`config.mk`:
```
export PLATFORM = sky130hd
export DESIGN_NAME = exhaustive_bist_ctrl
export DESIGN_NICKNAME = d
export VERILOG_FILES = /design/src/rtl/exhaustive_bist_ctrl.sv
export SDC_FILE = /design/constraint.sdc
export NUM_CORES = 1
export LEC_CHECK = 0
export CAP_MARGIN = 20
export CORE_MARGIN = 1
export CORE_UTILIZATION = 28
export CTS_CLUSTER_DIAMETER = 40
export DETAILED_ROUTE_END_ITERATION = 6
export PLACE_DENSITY_LB_ADDON = 0.12
export REMOVE_ABC_BUFFERS = 1
export SETUP_SLACK_MARGIN = 0.05
export SLEW_MARGIN = 5
export SYNTH_ARGS = -nofsm -noshare
export SYNTH_HDL_FRONTEND = slang
export SYNTH_SLANG_ARGS = --single-unit
export TNS_END_PERCENT = 10
```
`constraint.sdc`:
```
create_clock -name clk -period 2.6 [get_ports clk]
set_input_delay 0.39 -clock clk [delete_from_list [all_inputs] [get_ports clk]]
set_output_delay 0.39 -clock clk [all_outputs]
set_load 0.02 [all_outputs]
```
`src/rtl/exhaustive_bist_ctrl.sv`:
```
// Exhaustive-pattern BIST controller: counts through every CUT input
// vector, compacts responses into a MISR and compares against a golden value.
module exhaustive_bist_ctrl #(
    parameter int                N_IN      = 15,
    parameter int                N_OUT     = 2,
    parameter int                MISR_W    = 16,
    parameter logic [MISR_W-1:0] MISR_POLY = 16'h1021,
    parameter logic [MISR_W-1:0] MISR_SEED = '0,
    parameter int                SETTLE    = 1
) (
    input  logic              clk,
    input  logic              rst_n,
    input  logic              start,
    input  logic              abort,
    input  logic [MISR_W-1:0] golden_sig,
    output logic [N_IN-1:0]   cut_in,
    input  logic [N_OUT-1:0]  cut_out,
    output logic              busy,
    output logic              done,
    output logic              pass,
    output logic [MISR_W-1:0] signature
);

    typedef enum logic [1:0] {
        IDLE = 2'd0,
        RUN  = 2'd1,
        DONE = 2'd2
    } state_t;

    localparam logic [3:0] SET_MAX = 4'(SETTLE);

    state_t            state;
    state_t            state_nx;
    logic [N_IN-1:0]   pat;
    logic [3:0]        set;
    logic [MISR_W-1:0] misr;
    logic [MISR_W-1:0] misr_next;
    logic [MISR_W-1:0] d;
    logic [MISR_W-1:0] fb;
    logic              settled;
    logic              last;
    logic              init;
    logic              clear;
    logic              capture;
    logic              step;

    assign settled = (set >= SET_MAX);
    assign last    = &pat;

    assign d         = MISR_W'(cut_out);
    assign fb        = misr[MISR_W-1] ? MISR_POLY : '0;
    assign misr_next = {misr[MISR_W-2:0], 1'b0} ^ fb ^ d;

    always_ff @(posedge clk or negedge rst_n) begin
        if (!rst_n) begin
            state <= IDLE;
        end else begin
            state <= state_nx;
        end
    end

    always_comb begin
        state_nx = state;
        unique case (state)
            IDLE: if (start && !abort) state_nx = RUN;
            RUN: begin
                if (abort)                state_nx = IDLE;
                else if (settled && last) state_nx = DONE;
            end
            DONE: begin
                if (abort)      state_nx = IDLE;
                else if (start) state_nx = RUN;
            end
            default: state_nx = IDLE;
        endcase
    end

    always_comb begin
        busy    = (state == RUN);
        done    = (state == DONE);
        init    = (state != RUN) && start && !abort;
        clear   = (state != IDLE) && abort;
        capture = (state == RUN) && !abort && settled;
        step    = (state == RUN) && !abort && !settled;
    end

    // The final capture leaves pat at all-ones so DONE holds the last vector.
    always_ff @(posedge clk or negedge rst_n) begin
        if (!rst_n) begin
            pat  <= '0;
            set  <= '0;
            misr <= MISR_SEED;
        end else if (init || clear) begin
            pat  <= '0;
            set  <= '0;
            misr <= MISR_SEED;
        end else if (capture) begin
            misr <= misr_next;
            if (!last) begin
                pat <= pat + N_IN'(1);
                set <= '0;
            end
        end else if (step) begin
            set <= set + 4'd1;
        end
    end

    assign cut_in    = pat;
    assign signature = misr;
    assign pass      = done && (misr == golden_sig);

endmodule

```
# --- Yosys cells after proc, flatten, opt, wreduce, memory -nomap -nowiden ---
# Cells that the tools add are included.
op_classes:
  add_sub_neg: 2
  n_lt_le_gt_ge: 1
  n_eq_ne: 9
  n_mux: 16
  bitwise_logic: 2
  n_reduce_logical: 20
op_table:
  columns: ["operator", "count"]
  rows:
  - ["$mux 15", 3]
  - ["$mux 16", 2]
  - ["$eq 16x16->1", 1]
  - ["$mux 4", 4]
  - ["$xor 16x13->16", 1]
  - ["$xor 16x2->16", 1]
  - ["$add 15x1->15 const B", 1]
  - ["$reduce_and 15->1", 1]
  - ["$mux 13", 1]
  - ["$mux 2", 5]
  - ["$logic_and 1x1->1", 9]
  - ["$ne 3x2->1 const B", 2]
  - ["$pmux 2 s3", 1]
  - ["$add 4x1->4 const B", 1]
  - ["$ge 4x1->1 const B", 1]
  - ["$ne 2x1->1 const B", 2]
  - ["$reduce_and 2->1", 2]
  - ["$reduce_bool 2->1", 2]
  - ["$ne 3x3->1 const B", 1]
  - ["$reduce_and 3->1", 1]
  - ["$reduce_bool 3->1", 1]
  - ["$eq 2x1->1 const B", 1]
  - ["$eq 2x2->1 const B", 1]
  - ["$logic_not 1->1", 2]
  - ["other kinds (3)", 3]
word_totals:
  ff_bits: 37
  in_bits: 22
  output_inout_bits: 34

# --- Depth between registers and ports, before layout ---
# Gate-level depths: netlist of the first run.
logic_depth:
  word_depth: 6
  ltp_mapped: 7
  depth_no_buf: 6

# --- Worst setup path after synthesis of the first run ---
# Ideal clock, no wire load.
synth_timing:
  kind: "reg2out"
  start: "register misr[15] (netlist: signature[15])"
  end: "output port pass"
  arrival_time_ps: 1681
  required_time_ps: 2210
  setup_slack_ps: 529
  path_stages_with_launch: 6
  path_buffers: 1
  path_cell_list: "dfrtp_1 -> clkbuf_1 -> xor2_1 -> nor4_1 -> nand4_1 -> nor3_1"
synth_between:
  elab_chain_cells: 2
synth_lines:
  columns: ["item", "line_no", "text"]
  rows:
  - ["start: declaration", "36", "logic [MISR_W-1:0] misr;"]
  - ["start signal: assignment", "98", "misr <= misr_next;"]
  - ["$eq 16x16->1", "110", "assign pass = done && (misr == golden_sig);"]
  - ["$logic_and 1x1->1", "110", null]
  - ["end: declaration", "20", "output logic pass,"]
# No other way between the ends.

# --- Final worst setup path of the first run ---
layout_timing:
  start: "input port golden_sig[14]"
  end: "output port pass"
layout_between:
  elab_chain_cells: 2
layout_lines:
  columns: ["item", "line_no", "text"]
  rows:
  - ["start: declaration", "15", "input logic [MISR_W-1:0] golden_sig,"]
  - ["$eq 16x16->1", "110", null]
  - ["$logic_and 1x1->1", "110", null]
# No other way between the ends.

==> metrics.md, run 1 <==
| Metric | Value |
|---|---|
| Worst Hold Class | in2async |
| FMAX | 430 MHz |
| Post-synthesis mux area share | 0.0253 |
| Ys Warns | 0 |
| Area of the core | 0.00679 mm2 |
| First-pass GRT wire length | 8.67 mm |
| CTS HTree Levels | 2 |
| Synth Instances | 191 |
| Max_slew headroom | 0.418 |
| Clock transition at path regs | 80 ps |
| Final-stage net count | 279 |
| DRC | 0 |
| Tot Pwr | 1.40 mW |
| Setup CP Type | in2out |
| Final Skew | 3.42 ps |
| Library cells used by synthesis | 37 |
| Synth Area in Simple Gates | 0.192 |
| Post-route ant nets | 0 |
| Via density | 4.90 |
| Synth-to-layout area growth | 41.3% |
| Cell Int Power | 1.02 mW |
| Ant. Diodes | 0 |
| Largest net degree at the start of global routing | 38 |
| Die height | 86.0 um |
| Area share of fa/ha/maj cells after synthesis | 0.0253 |
| Worst-skew pair later-pin latency | 300 ps |
| CP Capture Type | output pin |
| Register area share after synthesis | 0.468 |
| Slew @ Worst Pin | 874 ps |
| Final setup viols | 0 |
| Reg power frac | 0.442 |
| Setup Slack @ Placement | -23.6 ps |
| Switching part of the total | 0.272 |
| GRT Util Overall | 0.153 |
| Rows | 30 |
| IO Pins | 56 |
| Logic pwr share | 0.176 |
| TritonRoute pass-1 iters | 4 |
| Die ar. | 0.00740 mm2 |
| Worst-path fanout max | 1 |
| Drt initial violations | 112 |
| Post-synth top cells | dfrtp_1 (37), xor2_1 (20), a22o_1 (16) |
| Vias in the first global route | 1,793 |
| Die W | 86.0 um |
| DR vias | 1,716 |
| Port buffer count | 55 |
| Post-Syn Area | 0.00198 mm2 |
| VDD IR-drop max | 0.197 mV |
| Compound-gate portion of the synthesized area | 0.168 |
| Max Cap Viol | 0 |
| Asr flop ratio synth | 1.00 |
| Top post-synthesis cells by area | dfrtp_1 (47%), xor2_1 (8.9%), a22o_1 (7.1%) |
| Leakage | 1.20 nW |
| Root Buffer | clkbuf_8 |
| Routed wire per std cell | 14.9 um |
| DP HPWL | 3.58 mm |
| RSZ-0062 raised after global routing | false |
| Num CTS Buffers | 5 |
| Xor and xnor fraction of the mapped netlist area | 0.0886 |
| Share of layout cells above drive strength 1 | 0.0945 |
| Critical Path RT | 2210 ps |
| Arrival time at the worst endpoint | 1940 ps |
| Clock Path Buffers | 2 |
| Number of synthesized flops with an enable pin | 0 |
| Fillers | 673 |
| GRT overflow | 0 |
| Most frequent cell after synthesis | dfrtp_1 |
| Largest family of logic cells by synthesized area | simple AND/OR/NAND/NOR gates |
| NetSw | 0.382 mW |
| GP Congestion | 0.749 |
| PnR worst setup slack | 275 ps |
| Pwr/cell area | 502 mW/mm2 |
| Syn_area_per_cell | 10.4 um2 |
| Worst setup SP type | input pin |
| Clock share of power | 0.382 |
| Hold Vio Cnt, Final | 0 |
| Crit share post-route | 0.894 |
| Final min period | 2330 ps |
| Flop and latch count out of synthesis | 37 |
| CTS Hold Bufs | 0 |
| Final Max Tran Viols | 0 |
| Status | complete, no violations |
| Largest area contributor in the netlist | dfrtp_1 |
| Initial Utilization | 0.291 |
| Yosys top cell area share | 0.468 |
| Post-Route WL | 5.22 mm |
| Top_reg_cell synth | dfrtp_1 |
| Initial antenna violation count | 0 |
| CTS Sinks | 37 |
| CTS tree | built |
## worst max-delay path: stages
cell             delay, ps
clkdlybuf4s50_1        420
xor2_1                 160
nor4_1                 290
nand4_1                130
nor3_1                 190
dlygate4sd2_1          360
## power by group through the flow
stage	clock [mW]	combinational (mW)	sequential, mW
final	0.536	0.247	0.620
after global routing	0.568	0.273	0.624
after CTS	0.549	0.248	0.619
after detailed placement	0	0.247	0.630
after global placement	0	0.246	0.631
after floorplan	0	0.119	0.639
## final timing paths
check / startpoint / to / slack [ps] / depth (start not counted)
max: golden_sig[14] / pass / 270 / 6
min: rst_n / cut_in[7] / 200 / 1
max reg2reg: cut_in[4] / set[1] / 400 / 4
min reg2reg: cut_in[14] / cut_in[14] / 540 / 1
max in group asynchronous: rst_n / set[0] / 1850 / 1
min in group clk: cut_in[14] / cut_in[14] / 540 / 1
## metrics by stage
| step | area, um2 | hold slack (ps) | cells | util | setup TNS (ps) |
|---|---|---|---|---|---|
| detailed placement | 2670 | 523 | 341 | 0.392 | -23.6 |
| finish | 2790 | 205 | 350 | 0.411 | 0 |
| global placement | 2670 | 525 | 341 | 0.392 | 0 |
| CTS | 2790 | 242 | 349 | 0.410 | 0 |
| floorplan | 1940 | 94.4 | 182 | - | 0 |
| global route | 2790 | 273 | 350 | 0.411 | 0 |
## placed cells by master, fill, tap and decap left out, types with 8 or more instances in the layout
master,count
a21oi_1,11
nand2_1,8
dfrtp_1,37
nand3_1,8
a22o_1,16
xor2_1,20
clkdlybuf4s50_1,53
or4_1,8
buf_4,9
## state kept, by name, summed over array words and instances (netlist names)
register / count
signature: 16
state: 2
set: 4
cut_in: 15
## metal layers
layer  part of all wire  vias up  GRT usage  wire length [um]
met1               0.47      814      0.193              2450
met3              0.052        5     0.0452               272
met2               0.47       60      0.251              2460
met5                  0        -          0                 0
met4             0.0080        0     0.0500                42
li1                   -      837          -                 -
## what timing repair did
action,in CTS,in global routing
setup endpoints to repair,1,0
gates resized for setup,1,0
buffers inserted,0,0
## logic make-up (layout without fill, tap and decap cells)
family	Yosys count	after routing
simple gates	63	63
compound gates	46	46
flops	37	37
xor+xnor	20	20
buf+inv	16	79
mux	5	5
fa+ha+maj	4	4
## final cells by class
class	instances	area, um2	share of cell area
flip-flops and latches	37	926	0.332
repair buffers	64	612	0.219
inverters	7	26.3	0.00941
clock buffers	6	82.6	0.0296
multi-input cells	138	988	0.354
clock inverters	2	37.5	0.0134
well taps	96	120	0.0430
Power figures use the tool's default switching activity.
==> inputs of run 2 (changes only) <==
CORE_MARGIN = not set   (was 1)
==> results of run 2 <==
Final layout, timing and power as in run 1 (identical DEF).
